[config.mk]
export PLATFORM = sky130hd
export DESIGN_NAME = multicycle_ctrl
export DESIGN_NICKNAME = d
export VERILOG_FILES = /design/src/rtl/multicycle_ctrl.sv
export SDC_FILE = /design/constraint.sdc
export NUM_CORES = 1
export LEC_CHECK = 0
export CAP_MARGIN = 10
export CORE_ASPECT_RATIO = 1.25
export CORE_MARGIN = 10
export CORE_UTILIZATION = 43
export DETAILED_ROUTE_END_ITERATION = 6
export GPL_ROUTABILITY_DRIVEN = 0
export PLACE_DENSITY_LB_ADDON = 0.15
export SKIP_LAST_GASP = 1
export SYNTH_ARGS = -nofsm -noshare
export SYNTH_HDL_FRONTEND = slang
export SYNTH_SLANG_ARGS = --single-unit
[constraint.sdc]
create_clock -name clk -period 1.6 [get_ports clk]
set_input_delay 0.16 -clock clk [delete_from_list [all_inputs] [get_ports clk]]
set_output_delay 0.16 -clock clk [all_outputs]
set_load 0.01 [all_outputs]
[src/rtl/multicycle_ctrl.sv]
// Multi-cycle main control FSM for the RV32I core, with a bounded memory-ready wait.
// Optional feature: define ILLEGAL_TRAP_EN to halt in a sticky TRAP state on an unknown opcode.
module multicycle_ctrl #(
    parameter int TIMEOUT_CYC = 15,
    parameter int CNT_W       = 4
) (
    input  logic       clk,
    input  logic       rst_n,
    input  logic [6:0] op,
    input  logic [2:0] funct3,
    input  logic       funct7b5,
    input  logic       zero,
    input  logic       mem_ready,
    output logic       mem_read,
    output logic       mem_write,
    output logic       adr_src,
    output logic       ir_write,
    output logic       pc_write,
    output logic       reg_write,
    output logic [1:0] imm_src,
    output logic [1:0] alu_src_a,
    output logic [1:0] alu_src_b,
    output logic [2:0] alu_control,
    output logic [1:0] result_src,
    output logic       mem_timeout,
    output logic       illegal
);

    localparam logic [3:0] S_FETCH    = 4'd0;
    localparam logic [3:0] S_DECODE   = 4'd1;
    localparam logic [3:0] S_MEMADR   = 4'd2;
    localparam logic [3:0] S_MEMREAD  = 4'd3;
    localparam logic [3:0] S_MEMWB    = 4'd4;
    localparam logic [3:0] S_MEMWRITE = 4'd5;
    localparam logic [3:0] S_EXEC_R   = 4'd6;
    localparam logic [3:0] S_ALUWB    = 4'd7;
    localparam logic [3:0] S_EXEC_I   = 4'd8;
    localparam logic [3:0] S_JAL      = 4'd9;
    localparam logic [3:0] S_BEQ      = 4'd10;
    localparam logic [3:0] S_TRAP     = 4'd15;

    localparam logic [6:0] OP_LW  = 7'b0000011;
    localparam logic [6:0] OP_SW  = 7'b0100011;
    localparam logic [6:0] OP_R   = 7'b0110011;
    localparam logic [6:0] OP_I   = 7'b0010011;
    localparam logic [6:0] OP_JAL = 7'b1101111;
    localparam logic [6:0] OP_BEQ = 7'b1100011;

    // Last counter value before the limit: the wait is aborted in the cycle that would reach it.
    localparam logic [CNT_W-1:0] CNT_LAST = CNT_W'(TIMEOUT_CYC - 1);
    localparam logic [CNT_W-1:0] CNT_ONE  = {{(CNT_W-1){1'b0}}, 1'b1};

    logic [3:0]       state_r, state_s;
    logic [CNT_W-1:0] cnt_r, cnt_s;
    logic             wait_st_s, timeout_s, mem_timeout_r;
    logic             mem_read_s, mem_write_s, adr_src_s, ir_write_s, pc_write_s, reg_write_s;
    logic [1:0]       imm_src_s, alu_src_a_s, alu_src_b_s, result_src_s;
    logic [2:0]       alu_control_s;
`ifdef ILLEGAL_TRAP_EN
    logic             illegal_r;
`endif

    function automatic logic [2:0] alu_dec(input logic [2:0] f3, input logic f7b5, input logic is_r);
        logic [2:0] alu;
        case (f3)
            3'b000:  alu = (is_r && f7b5) ? 3'b001 : 3'b000;
            3'b010:  alu = 3'b101;
            3'b110:  alu = 3'b011;
            3'b111:  alu = 3'b010;
            default: alu = 3'b000;
        endcase
        return alu;
    endfunction

    assign wait_st_s = (state_r == S_FETCH) || (state_r == S_MEMREAD) || (state_r == S_MEMWRITE);
    assign timeout_s = wait_st_s && !mem_ready && (cnt_r == CNT_LAST);

    // Next-state and memory-wait counter logic
    always_comb begin
        state_s = state_r;
        cnt_s   = {CNT_W{1'b0}};
        if (wait_st_s && !mem_ready && !timeout_s) begin
            cnt_s = cnt_r + CNT_ONE;
        end else begin
            cnt_s = {CNT_W{1'b0}};
        end
        case (state_r)
            S_FETCH:    state_s = mem_ready ? S_DECODE : S_FETCH;
            S_DECODE: begin
                case (op)
                    OP_LW, OP_SW: state_s = S_MEMADR;
                    OP_R:         state_s = S_EXEC_R;
                    OP_I:         state_s = S_EXEC_I;
                    OP_JAL:       state_s = S_JAL;
                    OP_BEQ:       state_s = S_BEQ;
`ifdef ILLEGAL_TRAP_EN
                    default:      state_s = S_TRAP;
`else
                    default:      state_s = S_FETCH;
`endif
                endcase
            end
            S_MEMADR:   state_s = (op == OP_SW) ? S_MEMWRITE : S_MEMREAD;
            S_MEMREAD:  state_s = mem_ready ? S_MEMWB : S_MEMREAD;
            S_MEMWB:    state_s = S_FETCH;
            S_MEMWRITE: state_s = mem_ready ? S_FETCH : S_MEMWRITE;
            S_EXEC_R:   state_s = S_ALUWB;
            S_EXEC_I:   state_s = S_ALUWB;
            S_ALUWB:    state_s = S_FETCH;
            S_JAL:      state_s = S_ALUWB;
            S_BEQ:      state_s = S_FETCH;
`ifdef ILLEGAL_TRAP_EN
            S_TRAP:     state_s = S_TRAP;
`endif
            default:    state_s = S_FETCH;
        endcase
        if (timeout_s) begin
            state_s = S_FETCH;
        end else begin
            state_s = state_s;
        end
    end

    // State, counter and status flag registers
    always_ff @(posedge clk or negedge rst_n) begin
        if (!rst_n) begin
            state_r       <= S_FETCH;
            cnt_r         <= {CNT_W{1'b0}};
            mem_timeout_r <= 1'b0;
`ifdef ILLEGAL_TRAP_EN
            illegal_r     <= 1'b0;
`endif
        end else begin
            state_r       <= state_s;
            cnt_r         <= cnt_s;
            mem_timeout_r <= timeout_s;
`ifdef ILLEGAL_TRAP_EN
            illegal_r     <= illegal_r | (state_s == S_TRAP);
`endif
        end
    end

    // Moore output decode; pc_write and ir_write also qualified by mem_ready/zero
    always_comb begin
        mem_read_s    = 1'b0;
        mem_write_s   = 1'b0;
        adr_src_s     = 1'b0;
        ir_write_s    = 1'b0;
        pc_write_s    = 1'b0;
        reg_write_s   = 1'b0;
        imm_src_s     = 2'b00;
        alu_src_a_s   = 2'b00;
        alu_src_b_s   = 2'b00;
        alu_control_s = 3'b000;
        result_src_s  = 2'b00;
        case (state_r)
            S_FETCH: begin
                mem_read_s   = 1'b1;
                alu_src_b_s  = 2'b10;
                result_src_s = 2'b10;
                ir_write_s   = mem_ready;
                pc_write_s   = mem_ready;
            end
            S_DECODE: begin
                alu_src_a_s = 2'b01;
                alu_src_b_s = 2'b01;
                imm_src_s   = 2'b10;
            end
            S_MEMADR: begin
                alu_src_a_s = 2'b10;
                alu_src_b_s = 2'b01;
                imm_src_s   = (op == OP_SW) ? 2'b01 : 2'b00;
            end
            S_MEMREAD: begin
                mem_read_s = 1'b1;
                adr_src_s  = 1'b1;
            end
            S_MEMWB: begin
                result_src_s = 2'b01;
                reg_write_s  = 1'b1;
            end
            S_MEMWRITE: begin
                mem_write_s = 1'b1;
                adr_src_s   = 1'b1;
            end
            S_EXEC_R: begin
                alu_src_a_s   = 2'b10;
                alu_control_s = alu_dec(funct3, funct7b5, 1'b1);
            end
            S_EXEC_I: begin
                alu_src_a_s   = 2'b10;
                alu_src_b_s   = 2'b01;
                alu_control_s = alu_dec(funct3, funct7b5, 1'b0);
            end
            S_ALUWB:  reg_write_s = 1'b1;
            S_JAL: begin
                alu_src_a_s = 2'b01;
                alu_src_b_s = 2'b10;
                imm_src_s   = 2'b11;
                pc_write_s  = 1'b1;
            end
            S_BEQ: begin
                alu_src_a_s   = 2'b10;
                alu_control_s = 3'b001;
                pc_write_s    = zero;
            end
            default: mem_read_s = 1'b0;
        endcase
    end

    // Holding reset forces every request and select low, whatever the state register shows.
    assign mem_read    = mem_read_s  & rst_n;
    assign mem_write   = mem_write_s & rst_n;
    assign adr_src     = adr_src_s   & rst_n;
    assign ir_write    = ir_write_s  & rst_n;
    assign pc_write    = pc_write_s  & rst_n;
    assign reg_write   = reg_write_s & rst_n;
    assign imm_src     = rst_n ? imm_src_s     : 2'b00;
    assign alu_src_a   = rst_n ? alu_src_a_s   : 2'b00;
    assign alu_src_b   = rst_n ? alu_src_b_s   : 2'b00;
    assign alu_control = rst_n ? alu_control_s : 3'b000;
    assign result_src  = rst_n ? result_src_s  : 2'b00;
    assign mem_timeout = mem_timeout_r;
`ifdef ILLEGAL_TRAP_EN
    assign illegal     = illegal_r;
`else
    assign illegal     = 1'b0;
`endif

endmodule

==> key figures, run 1 <==
Clock network
  • CTS root buf: clkbuf_4
  • CTS Buf Count: 3
  • Worst skew pair latency: 0.26 ns
  • H-tree lvl count: 1
  • Clk slew on worst S/H paths: 0.06 ns
  • Clk buf depth: 2
  • CTS Sinks: 9
  • TritonCTS clock tree: built

Job
  • Max Cap Viol: 0

Setup path
  • CP Cell Sequence: nor2b_2 -> a22o_1 -> nand4_1 -> o22ai_1 -> buf_2
  • CP Data Required Time: 1.44 ns
  • CP delay by family, top: flip-flops
  • Slowest-stage cell, CP: dfrtp_2
  • Slowest Stage Delay on Critical Path: 0.45 ns
  • Reg2Reg Setup Slack: -0.01 ns
  • Crit-path max FO: 4
  • Crit path launch type: flop
  • Arrival @ worst endpoint: 1.46 ns
  • CP Buf/Inv Count: 1
  • Worst Setup End Kind: primary output
  • Setup CP Type: reg2out

Floorplan
  • Row count: 18
  • Die ar.: 4190 sq um
  • DIE WIDTH: 60.0 um
  • Die height: 70.0 um
  • Starting Density: 44.3%
  • Top-level port count: 34
  • Core region area: 1940 sq um

Logic synthesis
  • Synth warnings: 0
  • Number of library cell types mapped by synthesis: 37
  • Cell Area, Synth: 858 sq um
  • Mapped Cells: 119
  • Asr flop ratio synth: 100%
  • Synth Area per Inst: 7.21 sq um
  • Most used flip-flop cell after synthesis: dfrtp_1
  • Syn Nets: 136
  • Register area share after synthesis: 26.2%
  • Register bit total from synthesis: 9
  • EDFF count, synth: 0

Detailed routing
  • Via count: 1182
  • Post-route ant nets: 0
  • Iter 0 DRT Violations: 65
  • DR vias/cell: 5.71
  • First-pass detailed-route iteration total: 4
  • DR WL/cell: 17.4 um
  • Final WL: 3.60 mm
  • Residual DRC: 0

Timing
  • RSZ-0062 raised after global routing: true
  • Setup Skew: 0.00376 ns
  • Final WS setup: -0.0210 ns
  • Tmin final: 1.62 ns
  • Fmax: 0.617 GHz
  • Tcrit/Tclk final: 101%
  • Final setup vio count: 7
  • Slew Viols, Final: 0
  • Fin. Hold Viols: 0

Layout
  • # fillers: 97
  • Layout Cells excl Fill: 207
  • Area Growth Syn to Fin: 88.3%
  • Layout Nets: 205
  • Ant. Diodes: 0
  • Commonest non-fill, non-tap cell in the layout: buf_4
  • Most frequent cells in the layout: buf_4 (35), nor2_1 (17), buf_2 (16)
  • Share of cells above drive strength 1: 46.5%

Pwr
  • Leak pwr: 0.768 nW
  • P per Cell Area: 1300 nW/um^2
  • Max VDD drop: 893 uV
  • Total Power: 2.11 mW

Min path
  • Min-delay worst type: in2async

Global route
  • Global route total overflow: 0
  • Global Route Usage Sum: 15.1%
  • Global-route wire length before repair: 5.20 mm
  • Initial antenna violation count: 0
  • Pin count of the biggest net entering global routing: 11
  • Vias in the first global route: 1147

Placed design
  • Port-buffer cells: 32
  • Post-DP HPWL: 2.53 mm
  • Inst Count DP: 201

Run status
  • Status: complete, but fails checks
  • Failing checks: negative setup slack
-- final timing paths --
kind	from	to	cells past startpoint
setup / recovery	state_r[3]$_DFF_PN0_	alu_control[0]	5
hold / removal	rst_n	mem_timeout$_DFF_PN0_	2
setup reg to reg	state_r[1]$_DFF_PN0_	cnt_r[2]$_DFF_PN0_	7
hold reg to reg	cnt_r[0]$_DFF_PN0_	cnt_r[0]$_DFF_PN0_	1
max in group asynchronous	rst_n	state_r[3]$_DFF_PN0_	2
min in group clk	cnt_r[0]$_DFF_PN0_	cnt_r[0]$_DFF_PN0_	1
-- repair_timing --
item                       CTS  global route
setup buffers                2             0
pin swaps                    6             8
cloned                       0             1
hold buffers                 0             0
gates resized for setup     89            23
setup endpoints to repair   25            22
-- power breakdown --
group / leakage [nW] / internal (mW) / switching (mW)
sequential: 0.118 / 0.280 / 0.0681
combinational: 0.635 / 0.823 / 0.767
clock: 0.0150 / 0.0956 / 0.0718
total: 0.768 / 1.20 / 0.907
-- registers in the layout, indices dropped and copies added, names as in the netlist --
| signal | flops |
|---|---|
| cnt_r | 4 |
| state_r | 4 |
| mem_timeout | 1 |
-- synthesized netlist by cell type, drive strengths merged (3+ instances only) --
cell type	instances	area, sq um
nor2	20	75.1
dfrtp	9	225
nand2	8	30.0
nor3	8	40.0
a21oi	6	30.0
inv	6	22.5
nor2b	6	37.5
a31oi	5	31.3
buf	5	26.3
nand3	4	20.0
xor2	4	35.0
a211oi	3	22.5
clkbuf	3	11.3
nand2b	3	18.8
-- per-layer routing --
| layer | GRT usage (%) | share of wire (%) |
|---|---|---|
| met1 | 15.2 | 36 |
| met4 | 7.50 | 1.9 |
| met5 | 0 | 0 |
| met2 | 26.6 | 55 |
| met3 | 3.98 | 6.7 |
-- metrics by stage --
| step | hold WS, ns | setup WS (ns) | utilization, % | instance area [sq um] | TNS (ns) |
|---|---|---|---|---|---|
| after CTS | 0.317 | -0.0624 | 78.1 | 1510 | -0.0709 |
| after floorplan | -0.136 | 0.196 | - | 858 | 0 |
| after detailed placement | 0.514 | -0.236 | 75.6 | 1460 | -4.09 |
| final | 0.331 | -0.0210 | 83.5 | 1620 | -0.0479 |
| after global placement | 0.484 | -0.213 | 75.6 | 1460 | -2.98 |
| after global routing | 0.357 | -0.110 | 83.5 | 1620 | -1.02 |
-- logic make-up (layout without fill, tap and decap cells) --
logic type,count (synthesis),count (layout),synth area share [%]
mux,1,1,1.17
xor+xnor,6,6,6.12
buf+inv,14,82,7.00
compound gates,24,24,18.7
flops,9,9,26.2
fa+ha+maj,3,3,4.08
simple gates,61,61,36.3
other cells,1,1,0.437
-- layout make-up --
class / count / area [sq um] / share of cell area [%]
Multi-Input combinational cell: 96 / 748 / 46.3
Inverter: 6 / 25.0 / 1.55
Tap cell: 20 / 25.0 / 1.55
Clock buffer: 4 / 26.3 / 1.63
Sequential cell: 9 / 229 / 14.2
Timing Repair Buffer: 72 / 563 / 34.8
(Power assumes the default switching activity.)
==> run 2: changes to the inputs <==
--- a/config.mk
+++ b/config.mk
@@ -8,7 +8,7 @@
 export CAP_MARGIN = 10
 export CORE_ASPECT_RATIO = 1.25
 export CORE_MARGIN = 10
-export CORE_UTILIZATION = 43
+export CORE_UTILIZATION = 34
 export DETAILED_ROUTE_END_ITERATION = 6
 export GPL_ROUTABILITY_DRIVEN = 0
 export PLACE_DENSITY_LB_ADDON = 0.15
==> key figures, run 2 (synthesized netlist as in run 1, its figures left out) <==
Global route
  • Initial antenna violation count: 0 (unchanged)
  • Vias in the first global route: 1188 (+3.6%)
  • Global Route Usage Sum: 12.5% (-2.5 points)
  • Pin count of the biggest net entering global routing: 11 (unchanged)
  • Global-route wire length before repair: 5.18 mm (-0.40%)
  • Global route total overflow: 0 (unchanged)

Detailed routing
  • Via count: 1150 (-2.7%)
  • Final WL: 3.32 mm (-7.7%)
  • DR vias/cell: 5.28 (-7.6%)
  • First-pass detailed-route iteration total: 4 (unchanged)
  • Post-route ant nets: 0 (unchanged)
  • DR WL/cell: 15.2 um (-12%)
  • Iter 0 DRT Violations: 40 (-38%)
  • Residual DRC: 0 (unchanged)

Setup path
  • Setup CP Type: reg2out
  • Crit-path max FO: 5 (+1)
  • Crit path launch type: flop
  • CP Data Required Time: 1.44 ns (about the same)
  • Arrival @ worst endpoint: 1.56 ns (+0.10 ns)
  • Worst Setup End Kind: primary output

Job
  • Max Cap Viol: 0 (unchanged)

Clock network
  • Clk slew on worst S/H paths: 0.06 ns (about the same)
  • CTS root buf: clkbuf_4
  • H-tree lvl count: 1 (unchanged)
  • Post-CTS Hold Fix Bufs: 0 (unchanged)
  • TritonCTS clock tree: built
  • CTS Sinks: 9 (unchanged)
  • Clk buf depth: 2 (unchanged)
  • Worst skew pair latency: 0.26 ns (about the same)
  • CTS Buf Count: 3 (unchanged)

Timing
  • Final WS setup: -0.117 ns (-0.0960 ns)
  • Tmin final: 1.72 ns (+0.0960 ns)
  • Tcrit/Tclk final: 107% (+6.0 points)
  • Setup Skew: 0.00279 ns (-0.000966 ns)
  • Slew Viols, Final: 0 (unchanged)
  • Fin. Hold Viols: 0 (unchanged)
  • Hold Slack: 0.398 ns (+0.0668 ns)
  • RSZ-0062 raised after global routing: true
  • Final setup vio count: 11 (+4)
  • Fmax: 0.582 GHz (-5.6%)

Layout
  • Multi-input gate area: 716 sq um (-4.3%)
  • Layout Nets: 203 (-0.98%)
  • Share of cells above drive strength 1: 47.0% (+0.50 points)
  • Register Area: 229 sq um (unchanged)
  • Commonest non-fill, non-tap cell in the layout: buf_4
  • Final Util: 65.3% (-18 points)
  • # fillers: 221 (+130%)
  • Area Growth Syn to Fin: 84.7%
  • Ant. Diodes: 0 (unchanged)
  • Layout Cells excl Fill: 218 (+5.3%)
  • Most frequent cells in the layout: buf_4 (34), nor2_1 (16), buf_2 (16)

Pwr
  • Total Power: 1.97 mW (-6.4%)
  • P per Cell Area: 1240 nW/um^2 (-4.5%)
  • Sw Share: 42.1% (-1.0 points)
  • Leak pwr: 0.745 nW (-3.0%)
  • Reg power frac: 17.5% (+1.0 points)
  • P_int: 1.14 mW (-4.7%)
  • P_sw: 0.830 mW (-8.5%)
  • Max VDD drop: 643 uV (-28%)
  • Gate power share: 73.8% (-1.7 points)
  • Clk pwr share: 8.7% (+0.8 points)

Floorplan
  • Row count: 20 (+2)
  • DIE WIDTH: 64.9 um (+8.3%)
  • Die height: 76.2 um (+8.9%)
  • Die ar.: 4950 sq um (+18%)
  • Top-level port count: 34 (unchanged)
  • Core region area: 2430 sq um (+25%)
  • Starting Density: 35.4% (-9.0 points)

Placed design
  • Post-DP HPWL: 2.48 mm (-2.0%)
  • Inst Count DP: 211 (+5.0%)
  • Port-buffer cells: 32 (unchanged)

Run status
  • Failing checks: negative setup slack
  • Status: complete, but fails checks

Min path
  • Min-delay worst type: in2async
-- run 2: power by group through the flow --
stage	logic (mW)	clock network, mW	registers [mW]
global placement	1.13	0	0.347
detailed placement	1.16	0	0.352
floorplan	0.540	0	0.312
global route	1.58	0.194	0.351
CTS	1.30	0.184	0.337
finish	1.46	0.171	0.345
-- run 2: final timing paths --
kind / start / end / slack [ns] / cells after the start
min in group clk: cnt_r[0]$_DFF_PN0_ / cnt_r[0]$_DFF_PN0_ / 0.50 / 1
setup / recovery: state_r[1]$_DFF_PN0_ / pc_write / -0.12 / 5
hold reg to reg: cnt_r[0]$_DFF_PN0_ / cnt_r[0]$_DFF_PN0_ / 0.50 / 1
setup reg to reg: state_r[1]$_DFF_PN0_ / cnt_r[3]$_DFF_PN0_ / -0.03 / 7
hold / removal: rst_n / mem_timeout$_DFF_PN0_ / 0.40 / 2
max in group asynchronous: rst_n / state_r[1]$_DFF_PN0_ / 1.02 / 2
-- run 2: final cells by class --
cell class	instances	share of cell area, %
inverter	6	1.42
tap	33	2.60
clock buffer	4	1.66
sequential	9	14.4
multi-input combinational	96	45.1
timing repair buffer	70	34.7
-- run 2: repair_timing --
item	4_1_cts	5_1_grt
pin swaps	8	12
endpoints found under the setup margin	25	22
gates resized for setup	85	20
buffers inserted	3	0
-- run 2: worst max-delay path, cell delays in order, from the launching register on --
cell      delay (ns)
dfrtp_2         0.46
buf_4           0.17
nor2b_2         0.16
a211oi_1        0.30
a211oi_2        0.05
buf_2           0.15
-- run 2: per-layer routing --
metal / part of all wire, % / wire length (um) / vias to the layer above / GRT usage (%)
met2: 52 / 1740 / 43 / 23.1
met5: 0 / 0 / - / 0
met3: 6.5 / 216 / 12 / 2.35
met4: 2.8 / 94 / 0 / 6.87
met1: 38 / 1270 / 547 / 12.5
li1: - / - / 548 / -
-- run 2: metrics by stage --
step                worst slack, ns  TNS, ns  instance area [sq um]
floorplan                     0.196        0                    858
global placement             -0.286    -3.25                   1450
detailed placement           -0.325    -4.01                   1450
CTS                         -0.0768   -0.325                   1500
global route                 -0.146    -1.64                   1590
finish                       -0.117   -0.365                   1590
==> run 3: changes to the inputs <==
--- a/config.mk
+++ b/config.mk
@@ -6,9 +6,8 @@
 export NUM_CORES = 1
 export LEC_CHECK = 0
 export CAP_MARGIN = 10
-export CORE_ASPECT_RATIO = 1.25
 export CORE_MARGIN = 10
-export CORE_UTILIZATION = 34
+export CORE_UTILIZATION = 43
 export DETAILED_ROUTE_END_ITERATION = 6
 export GPL_ROUTABILITY_DRIVEN = 0
 export PLACE_DENSITY_LB_ADDON = 0.15
==> key figures, run 3 (synthesized netlist as in run 1, its figures left out) <==
Run status
  • Status: complete, but fails checks
  • Failing checks: negative setup slack

Setup path
  • Crit-path max FO: 3 (-2)
  • Setup CP Type: reg2out
  • Arrival @ worst endpoint: 1.70 ns (+0.14 ns)
  • Worst Setup End Kind: primary output
  • Crit path launch type: flop
  • CP Data Required Time: 1.44 ns (about the same)

Pwr
  • P per Cell Area: 1320 nW/um^2 (+6.3%)
  • Max VDD drop: 896 uV (+39%)
  • Leak pwr: 0.778 nW (+4.5%)

Clock network
  • CTS root buf: clkbuf_4
  • CTS Buf Count: 3 (unchanged)
  • Clk buf depth: 2 (unchanged)
  • H-tree lvl count: 1 (unchanged)
  • CTS Sinks: 9 (unchanged)
  • Worst skew pair latency: 0.25 ns (about the same)
  • TritonCTS clock tree: built
  • Clk slew on worst S/H paths: 0.06 ns (about the same)
  • Post-CTS Hold Fix Bufs: 0 (unchanged)

Layout
  • Multi-input gate area: 793 sq um (+11%)
  • Share of cells above drive strength 1: 51.9% (+4.8 points)
  • Layout Nets: 207 (+2.0%)
  • # fillers: 94 (-57%)
  • Register Area: 228 sq um (-0.55%)
  • Area Growth Syn to Fin: 97.7%
  • Most frequent cells in the layout: buf_4 (34), nor2_1 (16), clkdlybuf4s50_1 (15)
  • Ant. Diodes: 0 (unchanged)
  • Commonest non-fill, non-tap cell in the layout: buf_4

Global route
  • Initial antenna violation count: 0 (unchanged)
  • Global route total overflow: 0 (unchanged)
  • Pin count of the biggest net entering global routing: 10 (-1)
  • Global-route wire length before repair: 5.25 mm (+1.3%)
  • Vias in the first global route: 1158 (-2.5%)
  • Global Route Usage Sum: 15.1% (+2.6 points)

Timing
  • Final WS setup: -0.264 ns (-0.147 ns)
  • Setup TNS: -1.29 ns (-0.925 ns)
  • Fin. Hold Viols: 0 (unchanged)
  • Final setup vio count: 18 (+7)
  • Setup Skew: 0.00980 ns (+0.00701 ns)
  • Fmax: 0.537 GHz (-7.9%)
  • Hold Slack: 0.383 ns (-0.0150 ns)
  • Slew Viols, Final: 0 (unchanged)
  • Tmin final: 1.86 ns (+0.147 ns)
  • Tcrit/Tclk final: 116% (+9.2 points)
  • RSZ-0062 raised after global routing: true

Floorplan
  • Core region area: 1920 sq um (-21%)
  • Row count: 16 (-20%)
  • Top-level port count: 34 (unchanged)
  • Die height: 64.7 um (-15%)
  • Die ar.: 4180 sq um (-15%)
  • Starting Density: 44.7% (+9.3 points)
  • DIE WIDTH: 64.7 um (-0.41%)

Job
  • Max Cap Viol: 0 (unchanged)

Detailed routing
  • Via count: 1276 (+11%)
  • First-pass detailed-route iteration total: 4 (unchanged)
  • Residual DRC: 0 (unchanged)
  • Iter 0 DRT Violations: 74 (+85%)
  • DR vias/cell: 5.91 (+12%)
  • Final WL: 4.21 mm (+27%)
  • DR WL/cell: 19.5 um (+28%)
  • Post-route ant nets: 0 (unchanged)

Min path
  • Min-delay worst type: in2async

Placed design
  • Port-buffer cells: 32 (unchanged)
  • Post-DP HPWL: 2.44 mm (-1.3%)
==> run 3: cell count changes in the layout (fill, tap and decap cells not counted), sizes merged <==
cell,change
buf,+3
clkbuf,+2
clkdlybuf4s15,-1
==> run 3: final timing paths <==
path                                      start                     to  slack (ns)  cells after the start
hold / removal                            rst_n  mem_timeout$_DFF_PN0_        0.38                      2
min in group clk             cnt_r[0]$_DFF_PN0_     cnt_r[0]$_DFF_PN0_        0.50                      1
hold reg to reg              cnt_r[0]$_DFF_PN0_     cnt_r[0]$_DFF_PN0_        0.50                      1
max in group asynchronous                 rst_n   state_r[1]$_DFF_PN0_        1.06                      2
setup reg to reg           state_r[1]$_DFF_PN0_   state_r[0]$_DFF_PN0_       -0.10                      6
setup / recovery           state_r[2]$_DFF_PN0_         alu_control[2]       -0.26                      5
==> run 3: cell type report <==
cell class	instances	share of cell area, %
Sequential cell	9	13.4
Tap cell	27	1.99
Inverter	6	1.47
Timing Repair Buffer	74	34.8
Multi-Input combinational cell	96	46.8
Clock buffer	4	1.55
==> run 3: per-stage QoR <==
step           worst slack [ns]  instance area [sq um]  power (mW)  instances  util (%)
6_report                 -0.264                   1700        2.24        216      88.3
5_1_grt                  -0.356                   1700        2.36        216      88.3
4_1_cts                 -0.0891                   1570        1.86        215      81.7
3_5_place_dp             -0.272                   1460        1.57        208      76.0
3_3_place_gp             -0.234                   1460        1.53        208      76.0
2_1_floorplan             0.196                    858       0.852        119         -
==> run 3: worst max-delay path, stage by stage, from the launching register on <==
cell,delay (ns)
dfrtp_1,0.40
nor2_1,0.20
a22o_1,0.19
nand4_1,0.18
nor3_2,0.29
buf_2,0.19
==> run 3: layer usage <==
layer | vias to the layer above | track usage (%) | share of wire, %
met5 | - | 0 | 0
met4 | 0 | 5.61 | 3.0
met3 | 12 | 3.44 | 7.1
li1 | 564 | - | -
met1 | 625 | 15.7 | 38
met2 | 75 | 28.6 | 52
==> run 3: power breakdown <==
group	total (mW)	internal (mW)	switching (mW)
Combinational	1.74	0.892	0.850
Sequential	0.337	0.280	0.0563
Clock	0.166	0.0955	0.0704
==> run 3: repair_timing <==
item                       in CTS  in global routing
setup endpoints to repair      20                 25
gates cloned                    0                  0
pin swaps                       7                 15
gates resized for setup        74                 52
buffers inserted                4                  2
